`src/rtl/dmem_arbiter.sv`:
```
// Arbiter sharing the single-port data memory between the core load/store port and a debug/loader port.
// Optional access statistics are compiled in with `define DMEM_ARB_STATS_EN; otherwise stat_* read 0.
`timescale 1ns/1ps
module dmem_arbiter #(
    parameter int MAX_WAIT = 4,
    parameter int AW       = 32
) (
    input  logic          CLK,
    input  logic          Reset,
    input  logic          c_req,
    input  logic          c_we,
    input  logic [AW-1:0] c_addr,
    input  logic [31:0]   c_wdata,
    output logic          c_stall,
    output logic          c_rvalid,
    output logic [31:0]   c_rdata,
    input  logic          d_req,
    input  logic          d_we,
    input  logic [AW-1:0] d_addr,
    input  logic [31:0]   d_wdata,
    output logic          d_gnt,
    output logic          d_rvalid,
    output logic [31:0]   d_rdata,
    output logic          m_we,
    output logic [AW-1:0] m_addr,
    output logic [31:0]   m_wdata,
    input  logic [31:0]   m_rdata,
    output logic [31:0]   stat_core_acc,
    output logic [31:0]   stat_dbg_acc,
    output logic [31:0]   stat_stall,
    output logic [1:0]    o_dbg_owner,
    output logic [3:0]    o_dbg_wait_cnt
);

    // Handshake: a requester holds req and payload stable while it loses; the core is
    // accepted in any cycle with c_req && !c_stall, debug in any cycle with d_gnt.
    // Read data returns exactly one cycle after acceptance with a one-cycle rvalid.

    localparam logic [3:0] LP_MAX_WAIT = 4'(MAX_WAIT);

    typedef enum logic [1:0] {
        OWN_NONE = 2'd0,
        OWN_CORE = 2'd1,
        OWN_DBG  = 2'd2
    } owner_t;

    owner_t     r_owner;
    owner_t     w_owner_nxt;
    logic       w_dbg_win;
    logic       w_core_win;
    logic [3:0] r_wait_cnt;
    logic       r_force_dbg;

    always_comb begin
        w_dbg_win  = d_req && (!c_req || r_force_dbg);
        w_core_win = c_req && !w_dbg_win;
        m_we       = 1'b0;
        m_addr     = '0;
        m_wdata    = '0;
        if (w_dbg_win) begin
            m_we    = d_we;
            m_addr  = d_addr;
            m_wdata = d_wdata;
        end else if (w_core_win) begin
            m_we    = c_we;
            m_addr  = c_addr;
            m_wdata = c_wdata;
        end
        c_stall = c_req && w_dbg_win;
        d_gnt   = w_dbg_win;
    end

    always_comb begin
        w_owner_nxt = OWN_NONE;
        if (w_dbg_win && !d_we) begin
            w_owner_nxt = OWN_DBG;
        end else if (w_core_win && !c_we) begin
            w_owner_nxt = OWN_CORE;
        end
    end

    always_ff @(posedge CLK or negedge Reset) begin
        if (!Reset) begin
            r_owner <= OWN_NONE;
        end else begin
            r_owner <= w_owner_nxt;
        end
    end

    always_comb begin
        c_rvalid = (r_owner == OWN_CORE);
        d_rvalid = (r_owner == OWN_DBG);
        c_rdata  = c_rvalid ? m_rdata : 32'd0;
        d_rdata  = d_rvalid ? m_rdata : 32'd0;
    end

    // force_dbg looks at the counter value of the previous cycle, so the debug port
    // wins once the counter has sat at MAX_WAIT for a full cycle.
    always_ff @(posedge CLK or negedge Reset) begin
        if (!Reset) begin
            r_wait_cnt  <= 4'd0;
            r_force_dbg <= 1'b0;
        end else begin
            r_force_dbg <= (r_wait_cnt == LP_MAX_WAIT);
            if (d_req && !w_dbg_win) begin
                if (r_wait_cnt != LP_MAX_WAIT) begin
                    r_wait_cnt <= r_wait_cnt + 4'd1;
                end
            end else begin
                r_wait_cnt <= 4'd0;
            end
        end
    end

    assign o_dbg_owner    = r_owner;
    assign o_dbg_wait_cnt = r_wait_cnt;

`ifdef DMEM_ARB_STATS_EN
    logic [31:0] r_stat_core_acc;
    logic [31:0] r_stat_dbg_acc;
    logic [31:0] r_stat_stall;

    always_ff @(posedge CLK or negedge Reset) begin
        if (!Reset) begin
            r_stat_core_acc <= 32'd0;
            r_stat_dbg_acc  <= 32'd0;
            r_stat_stall    <= 32'd0;
        end else begin
            if (w_core_win && (r_stat_core_acc != 32'hFFFF_FFFF)) begin
                r_stat_core_acc <= r_stat_core_acc + 32'd1;
            end
            if (w_dbg_win && (r_stat_dbg_acc != 32'hFFFF_FFFF)) begin
                r_stat_dbg_acc <= r_stat_dbg_acc + 32'd1;
            end
            if (c_stall && (r_stat_stall != 32'hFFFF_FFFF)) begin
                r_stat_stall <= r_stat_stall + 32'd1;
            end
        end
    end

    assign stat_core_acc = r_stat_core_acc;
    assign stat_dbg_acc  = r_stat_dbg_acc;
    assign stat_stall    = r_stat_stall;
`else
    assign stat_core_acc = 32'd0;
    assign stat_dbg_acc  = 32'd0;
    assign stat_stall    = 32'd0;
`endif

endmodule

```
`config.mk`:
```
export PLATFORM = sky130hd
export DESIGN_NAME = dmem_arbiter
export DESIGN_NICKNAME = d
export VERILOG_FILES = /design/src/rtl/dmem_arbiter.sv
export SDC_FILE = /design/constraint.sdc
export NUM_CORES = 1
export LEC_CHECK = 0
export ABC_AREA = 1
export CAP_MARGIN = 20
export CORE_AREA = 4 4 152 154
export DETAILED_ROUTE_END_ITERATION = 8
export DIE_AREA = 0 0 156 158
export MAX_ROUTING_LAYER = met4
export PLACE_DENSITY = 0.59
export SKIP_LAST_GASP = 1
export SLEW_MARGIN = 30
export SYNTH_ARGS = -nofsm -noshare
export SYNTH_HDL_FRONTEND = slang
export SYNTH_SLANG_ARGS = --single-unit
```
`constraint.sdc`:
```
create_clock -name CLK -period 1.2 [get_ports CLK]
set_input_delay 0.18 -clock CLK [delete_from_list [all_inputs] [get_ports CLK]]
set_output_delay 0.18 -clock CLK [all_outputs]
set_load 0.02 [all_outputs]
```
=== Word level (Yosys, flattened, before mapping) ===
Cells that the tools add are included.

* Output and inout port bits: 235
* Register bits after elaboration: 7
* Input port bits: 166
* Word-level logic and storage cells: 32

* Eq/ne operators: 5
* Mux-type cells: 12
* Add/sub/neg operators: 1
* Reductions and logical operators: 11

{| class="wikitable"
|+ Operators by type and width
! operator !! count
|-
| 32-bit two-way mux || 6
|-
| 4-bit two-way mux || 2
|-
| 1-bit logical AND || 6
|-
| 4-bit by 1-bit adder with 4-bit output (second input constant) || 1
|-
| 4-bit by 3-bit == test with 1-bit output (second input constant) || 1
|-
| 1-bit zero test || 4
|-
| 4-bit by 3-bit inequality test with 1-bit output (second input constant) || 1
|-
| 1-bit two-way mux || 3
|-
| 2-bit by 1-bit == test with 1-bit output (second input constant) || 1
|-
| 2-bit == test (second input constant) || 1
|-
| 2-bit two-way mux || 1
|-
| 2-bit by 1-bit inequality test with 1-bit output (second input constant) || 1
|-
| 1-bit logical OR || 1
|}

=== Depth between registers and ports, before layout ===
Gate-level depths: netlist of the first run.

* Depth after elaboration: 8
* Depth in mapped cells: 8
* Gate-level depth less buffers: 6

=== Least setup slack after synthesis of the first run ===
No wires, ideal clock.

* Path type: register to output
* From: register r_owner[1] (netlist: o_dbg_owner[1])
* To: output port d_rdata[10]
* Path buffers: 1
* Data arrival time: 1500 ps
* Slack: -480 ps
* Stages on the path, launching flop included: 6
* Required time: 1020 ps
* Cell sequence: dfrtp_1 inv_1 nor2_1 inv_1 clkbuf_1 nor2_1

* Cells in the longest elaborated chain, start to end: 2

{| class="wikitable"
|+ Ends and longest elaborated chain
! what !! RTL line !! RTL
|-
| from (decl) || 47 || <nowiki>owner_t r_owner;</nowiki>
|-
| from (signal assigned) || 86 || <nowiki>r_owner <= w_owner_nxt;</nowiki>
|-
| 2-bit == test || 92 || <nowiki>d_rvalid = (r_owner == OWN_DBG);</nowiki>
|-
| via d_rvalid || 22 || <nowiki>output logic d_rvalid,</nowiki>
|-
| 32-bit two-way mux || 94 || <nowiki>d_rdata = d_rvalid ? m_rdata : 32'd0;</nowiki>
|-
| to (decl) || 23 || <nowiki>output logic [31:0] d_rdata,</nowiki>
|}

The timed path passes the listed nets, and every way through them passes these cells.

=== Worst setup path in the final report of the first run ===
* From: register r_force_dbg
* To: output port m_wdata[22]

* Cells in the longest elaborated chain, start to end: 6

{| class="wikitable"
|+ Ends and longest elaborated chain
! what !! RTL line !! RTL
|-
| from (decl) || 52 || <nowiki>logic r_force_dbg;</nowiki>
|-
| from (signal assigned) || 104 || <nowiki>r_force_dbg <= (r_wait_cnt == LP_MAX_WAIT);</nowiki>
|-
| 1-bit logical OR * || 55 || <nowiki>w_dbg_win = d_req && (!c_req || r_force_dbg);</nowiki>
|-
| 1-bit logical AND * || 55 ||
|-
| 1-bit zero test || 56 || <nowiki>w_core_win = c_req && !w_dbg_win;</nowiki>
|-
| 1-bit logical AND || 56 ||
|-
| 32-bit two-way mux || 64 || <nowiki>end else if (w_core_win) begin</nowiki>
|-
| 32-bit two-way mux * || 60 || <nowiki>if (w_dbg_win) begin</nowiki>
|-
| to (decl) || 26 || <nowiki>output logic [31:0] m_wdata,</nowiki>
|}

Mark *: on every way between the ends. The rest lies on a longest branch, timed or not.

==> results of run 1 <==
## worst reg2reg max path, cell delays in order (launching register included)
cell and delay (ns):
dfrtp_2 0.43, buf_4 0.15, ha_1 0.21, xor2_1 0.16, nand2_1 0.05, nand2_1 0.04
## layout by cell type, fill, tap and decap left out, types with 2 or more instances in the layout
| cell type | synthesis | final |
|---|---|---|
| clkdlybuf4s50_1 | 0 | 163 |
| buf_6 | 4 | 140 |
| nand2_1 | 209 | 102 |
| conb_1 | 1 | 96 |
| nand2_2 | 0 | 70 |
| nor2_4 | 0 | 65 |
| buf_4 | 101 | 54 |
| inv_1 | 42 | 39 |
| nand2_4 | 0 | 36 |
| buf_12 | 0 | 17 |
| buf_16 | 0 | 8 |
| buf_2 | 5 | 7 |
| nand3_1 | 6 | 6 |
| clkbuf_16 | 0 | 6 |
| buf_8 | 0 | 6 |
| dlygate4sd2_1 | 0 | 5 |
| dfrtp_2 | 0 | 4 |
| nor2_1 | 69 | 3 |
| dfrtp_1 | 7 | 3 |
| inv_2 | 2 | 2 |
| ha_1 | 2 | 2 |
## cell usage after synthesis
library cell,instances
buf_4,101
nand2_1,209
clkbuf_1,6
buf_6,4
ha_1,2
nand3_1,6
inv_1,42
nor2_1,69
dfrtp_1,7
nand4_1,1
a21boi_2,1
buf_2,5
conb_1,1
xor2_1,1
inv_2,2
## routing by layer
metal | global-route usage | share of wire | wire length, um | vias up
met2 | 0.195 | 0.57 | 8390 | 211
met3 | 0.0145 | 0.079 | 1170 | 6
met1 | 0.114 | 0.35 | 5180 | 1692
met4 | 0.0104 | 0.0039 | 58 | 0
met5 | - | 0 | 0 | -
li1 | - | - | - | 1910
## registers in the layout (all words and copies together) (netlist names)
| register | flops |
|---|---|
| o_dbg_wait_cnt | 4 |
| r_force_dbg | 1 |
| o_dbg_owner | 2 |
## stage by stage
step / setup WS, ns / TNS [ns]
final: -0.566 / -57.39
after CTS: -0.597 / -55.03
after detailed placement: -1.03 / -96.92
after global routing: -0.622 / -65.95
after floorplan: -0.0883 / -2.65
after global placement: -1.03 / -96.62
## area by class of cell
cell class | instances | area share
multi-input combinational | 385 | 0.319
sequential | 7 | 0.0235
timing repair buffer | 405 | 0.578
tap | 280 | 0.0457
clock buffer | 4 | 0.0103
inverter | 44 | 0.0241
## power groups by stage
stage	combinational [W]	clock (W)	sequential, W
2_1_floorplan	0.00135	0	0.000263
3_3_place_gp	0.00227	0	0.000258
3_5_place_dp	0.00227	0	0.000258
4_1_cts	0.00264	0.000575	0.000255
5_1_grt	0.00305	0.000591	0.000256
6_report	0.00288	0.000564	0.000254
## timing repair
item / CTS / global route
hold endpoints to repair: 0 / 0
gates resized for setup: 759 / 205
pin swaps: 20 / 31
buffers inserted: 41 / 35
cloned: 11 / 4
endpoints found under the setup margin: 142 / 140
## logic make-up (layout without fill, tap and decap cells)
family / count (synthesis) / after routing / synth area share
and+or+nand+nor: 285 / 285 / 0.465
xor gates and xnor gates: 1 / 1 / 0.00378
DFF: 7 / 7 / 0.0755
AOI/OAI and AO/OA: 1 / 1 / 0.00485
other: 1 / 96 / 0.00162
adders and majority gates: 2 / 2 / 0.0108
buffers and inverters: 160 / 453 / 0.438
## worst paths after layout
| kind | to | slack, ns |
|---|---|---|
| min | o_dbg_wait_cnt[2] | 0.21 |
| min in group CLK | r_force_dbg | 0.56 |
| max reg2reg | o_dbg_wait_cnt[2] | 0.06 |
| max | m_wdata[22] | -0.57 |
| max in group asynchronous | o_dbg_owner[0] | 0.73 |
| min reg2reg | r_force_dbg | 0.56 |
==> metrics.md, run 1 <==
| Metric | Value |
|---|---|
| Yosys warns | 0 |
| CP Cell Sequence | inv_2 > nand2_4 > nand2_4 > clkinv_8 > buf_12 > buf_16 > buf_8 > nand2_4 > nand2_4 > buf_6 |
| Largest stage delay on the critical path | around 0.42 ns |
| Sink Count | 7 |
| H-tree levels | 1 |
| Finished Cell Area | 7670 um2 |
| Clk pin slew, worst setup/hold paths | 0.04 ns |
| Detailed placement HPWL | 10.9 mm |
| Die Ht | 158 um |
| CP required | 1.02 ns |
| Reg-to-Reg Start | o_dbg_wait_cnt[0] |
| Initial DRC count | 76 |
| RePlAce Congestion | 0.758 |
| Final period util | 1.47 |
| Fin util | 0.354 |
| Worst setup path class | reg -> out |
| Net switching power | ~0.0016 W |
| Initial Util | 0.107 |
| FF+latch count, synth | 7 |
| Vias in the first global route | around 3700 |
| Total track usage | 0.101 |
| Failing checks | negative setup slack |
| Pin count of the biggest net entering global routing | 22 |
| Leakage power | 3.84 nW |
| Initial antenna violation count | 0 |
| Max Cap Viol | 0 |
| Worst VDD drop | about 0.00041 V |
| Fin. max-slew vios | 0 |
| Minimum clock period | 1.77 ns |
| Global route total overflow | 0 |
| First-pass GRT wire length | about 19 mm |
| Die X | 156 um |
| Hold Path Class | in -> async |
| Final setup margin | -0.566 ns |
| Clock buffer depth | 2 |
| Multi-input gate area | 2440 um2 |
| Vias after detailed routing | 3819 |
| CTS root buf | clkbuf_16 |
| Sequential fraction of design power | 0.069 |
| Yosys top cell area share | 0.338 |
| Crit path from | r_force_dbg |
| Fmax | 0.566 GHz |
| Die area | 24600 um2 |
| Pwr dens | 481 nW/um2 |
| Post-Syn Area | 2320 um2 |
| TritonCTS clock tree | done |
| RSZ-0062 raised after global routing | yes |
| Cells after Synth | about 460 |
| Final #Nets | roughly 1000 |
| Clock buffer count from CTS | 3 |
| Placed Area | 6060 um2 |
| Final setup violation count | 134 |
| Fin cells | 1125 |
| Critical path depth in cells | 10 |
| WL final | 14.8 mm |
| Hold_ws | roughly 0.21 ns |
| CP Max Fanout | 5 |
| Critical path arrival | between 1.5 and 2 ns |
| Worst path most repeated cell | nand2_4 |
| Worst Skew | between 0.001 and 0.0015 ns |
| Core Region | 21700 um2 |
| Unique masters post-synth | 15 |
| DRT Pass-1 Iters | 4 |
| Switch share | 0.420 |
| Worst r2r path cells | 5 |
| Final ANT Viol Nets | 0 |
| Area leader, netlist | nand2_1 |
| Synth top area cells | nand2_1 34%, buf_4 33%, nor2_1 11% |
| Cell Int Power | 0.00214 W |
| Crit path capture type | output pin |
| Syn Area/Cell | 5.08 um2 |
| Ratio of cells with drive above 1 in the final layout | 0.499 |
| Clock group share of total power | 0.153 |
| ANT cells | 0 |
| Final Hold Fails | 0 |
| Sequential share of the synthesized area | 0.0755 |
| IO buf count | 304 |
| Worst path top cell family by delay | buffers and inverters |
| Num rows | 54 |
| Worst-Skew Late Latency | between 0.2 and 0.25 ns |
| Crit path launch type | register |
| Outcome | finished, violations left |
| DRC | 0 |
| Fillers | 2262 |
| Area occupied by registers | 180 um2 |
| Critical path's slowest cell | dfrtp_2 |
| I/O pins | 401 |
| DP Cell Count | roughly 1000 |
| # hold bufs at CTS | 0 |
| Tot Pwr | roughly 0.0037 W |
| Combinational power share | 0.779 |
| Wire per inst | 13.1 um |
| DR vias/cell | 3.39 |
| Layout area overhead | 231% |
| Bufs and invs on worst path | 6 |
(Power assumes the default switching activity.)
==> inputs of run 2 (changes only) <==
==> constraint.sdc (replaced) <==
create_clock -name CLK -period 1.83 [get_ports CLK]
set_input_delay 0.2745 -clock CLK [delete_from_list [all_inputs] [get_ports CLK]]
set_output_delay 0.2745 -clock CLK [all_outputs]
set_load 0.02 [all_outputs]
==> metrics.md, run 2 (synthesized netlist as in run 1, its figures left out) <==
| Metric | Value |
|---|---|
| DRC | 0 |
| Initial antenna violation count | 0 |
| Dpl ws | -0.533 ns |
| Clk pin slew, worst setup/hold paths | 0.04 ns |
| Core Region | 21700 um2 |
| Worst r2r path cells | 6 |
| WL final | 12.9 mm |
| Num rows | 54 |
| Clock buffer count from CTS | 3 |
| Largest stage delay on the critical path | roughly 0.41 ns |
| Die X | 156 um |
| CTS root buf | clkbuf_16 |
| Hold_ws | 0.308 ns |
| Ratio of cells with drive above 1 in the final layout | 0.199 |
| CP required | 1.56 ns |
| RSZ-0062 raised after global routing | yes |
| # hold bufs at CTS | 0 |
| TritonCTS clock tree | done |
| Vias after detailed routing | 3474 |
| Tot Pwr | about 0.0019 W |
| RePlAce Congestion | 0.788 |
| Layout area overhead | 129% |
| Cell Int Power | 0.00106 W |
| Wire per inst | 12.2 um |
| Flop-to-flop setup slack | 0.63 ns |
| Reg2reg end | o_dbg_wait_cnt[1] |
| Total track usage | 0.0909 |
| Clock buffer depth | 2 |
| Bufs and invs on worst path | 3 |
| Crit path capture type | output pin |
| DRT Pass-1 Iters | 4 |
| Net switching power | 0.000806 W |
| Pwr dens | 351 nW/um2 |
| Initial DRC count | 152 |
| Worst path most repeated cell | nand2_1 |
| Leakage power | 3.05 nW |
| Critical path's slowest cell | dfrtp_1 |
| Worst path top cell family by delay | buffers and inverters |
| Final ANT Viol Nets | 0 |
| Combinational power share | 0.712 |
| CP Cell Sequence | a21boi_4 > buf_6 > bufbuf_16 > nand2_1 > nand2_1 > buf_4 |
| Most frequent cells in the layout | 200 x nand2_1, 169 x clkdlybuf4s50_1, 96 x conb_1, 69 x nor2_1, 47 x buf_2 |
| ANT cells | 0 |
| Sink Count | 7 |
| Switch share | 0.432 |
| Detailed placement HPWL | 10.3 mm |
| Final setup violation count | 0 |
| Worst VDD drop | 0.000259 V |
| Fin. max-slew vios | 0 |
| Final #Nets | 944 |
| Final setup margin | between 0.015 and 0.02 ns |
| Sequential fraction of design power | 0.088 |
| Final Hold Fails | 0 |
| Final period util | 0.991 |
| Critical path arrival | ~1.5 ns |
| DR vias/cell | about 3.3 |
| Crit path launch type | register |
| Hold Path Class | in -> async |
| Clock group share of total power | 0.200 |
| Max reg flops | 4 |
| Outcome | completed |
| Die Ht | approximately 160 um |
| I/O pins | 401 |
| Fin util | 0.245 |
| Vias in the first global route | ~3300 |
| Global route total overflow | 0 |
| Minimum clock period | 1.81 ns |
| Initial Util | 0.107 |
| Commonest non-fill, non-tap cell in the layout | nand2_1 |
| IO buf count | between 300 and 400 |
| H-tree levels | 1 |
| Worst Skew | 0.00219 ns |
| First-pass GRT wire length | 17.4 mm |
| Die area | 24600 um2 |
| Pin count of the biggest net entering global routing | 33 |
| Worst setup path class | reg -> out |
| Fmax | 0.552 GHz |
| Reg-to-Reg Start | o_dbg_wait_cnt[0] |
| Max Cap Viol | 0 |
| CP Max Fanout | 13 |
| Worst-Skew Late Latency | between 0.2 and 0.25 ns |
==> run 2: cell count changes in the layout (fill, tap and decap cells not counted), moves of 6 or more <==
cell,change
buf_12,-11
nor2_4,-65
buf_6,-133
buf_2,+40
clkdlybuf4s15_1,+9
nand2_1,+98
nand2_4,-36
clkdlybuf4s50_1,+6
nand2_2,-61
dlygate4sd2_1,+11
buf_4,-24
clkbuf_2,+39
nor2_1,+66
==> run 2: layout make-up <==
cell class	instances	area (um2)
clock buffer	4	78.8
fill	2471	16400
inverter	44	170
multi-input combinational	385	1520
sequential	7	175
tap	280	350
timing repair buffer	335	3030
==> run 2: how the worst max path moves through the flow <==
stage | start | endpoint | slack [ns] | cells after the start
floorplan | o_dbg_owner[1] | d_rdata[10] | 0.06 | 5
global placement | d_req | m_addr[25] | -0.53 | 7
detailed placement | c_req | m_wdata[31] | -0.53 | 6
CTS | r_force_dbg | m_addr[25] | -0.04 | 9
global route | r_force_dbg | m_addr[8] | -0.05 | 6
finish | r_force_dbg | m_addr[22] | 0.02 | 6
==> run 2: stage by stage <==
| stage | std cells | TNS [ns] | area (um2) |
|---|---|---|---|
| after floorplan | 552 | 0 | 2680 |
| after global placement | 1038 | -30.73 | 5410 |
| after detailed placement | 1038 | -31.31 | 5410 |
| after CTS | 1055 | -0.0967 | 5510 |
| after global routing | 1055 | -1.04 | 5320 |
| final | 1055 | 0 | 5320 |
==> run 2: repair_timing <==
item | in CTS | in global routing
pin swaps | 0 | 0
setup buffers | 6 | 0
resized for setup | 329 | 134
cloned | 7 | 0
setup endpoints to repair | 131 | 109
==> run 2: per-layer routing <==
layer	global-route usage	vias to the layer above	wire length, um
li1	-	1763	-
met1	0.0994	1459	4600
met2	0.173	242	6770
met3	0.0156	10	1330
met4	0.0171	0	170
met5	-	-	0
==> run 2: power by group through the flow <==
stage               sequential [W]  combinational [W]  clock [W]
global placement          0.000167            0.00136          0
CTS                       0.000165            0.00134   0.000382
detailed placement        0.000167            0.00135          0
finish                    0.000165            0.00133   0.000373
floorplan                 0.000171           0.000749          0
global route              0.000166            0.00142   0.000392
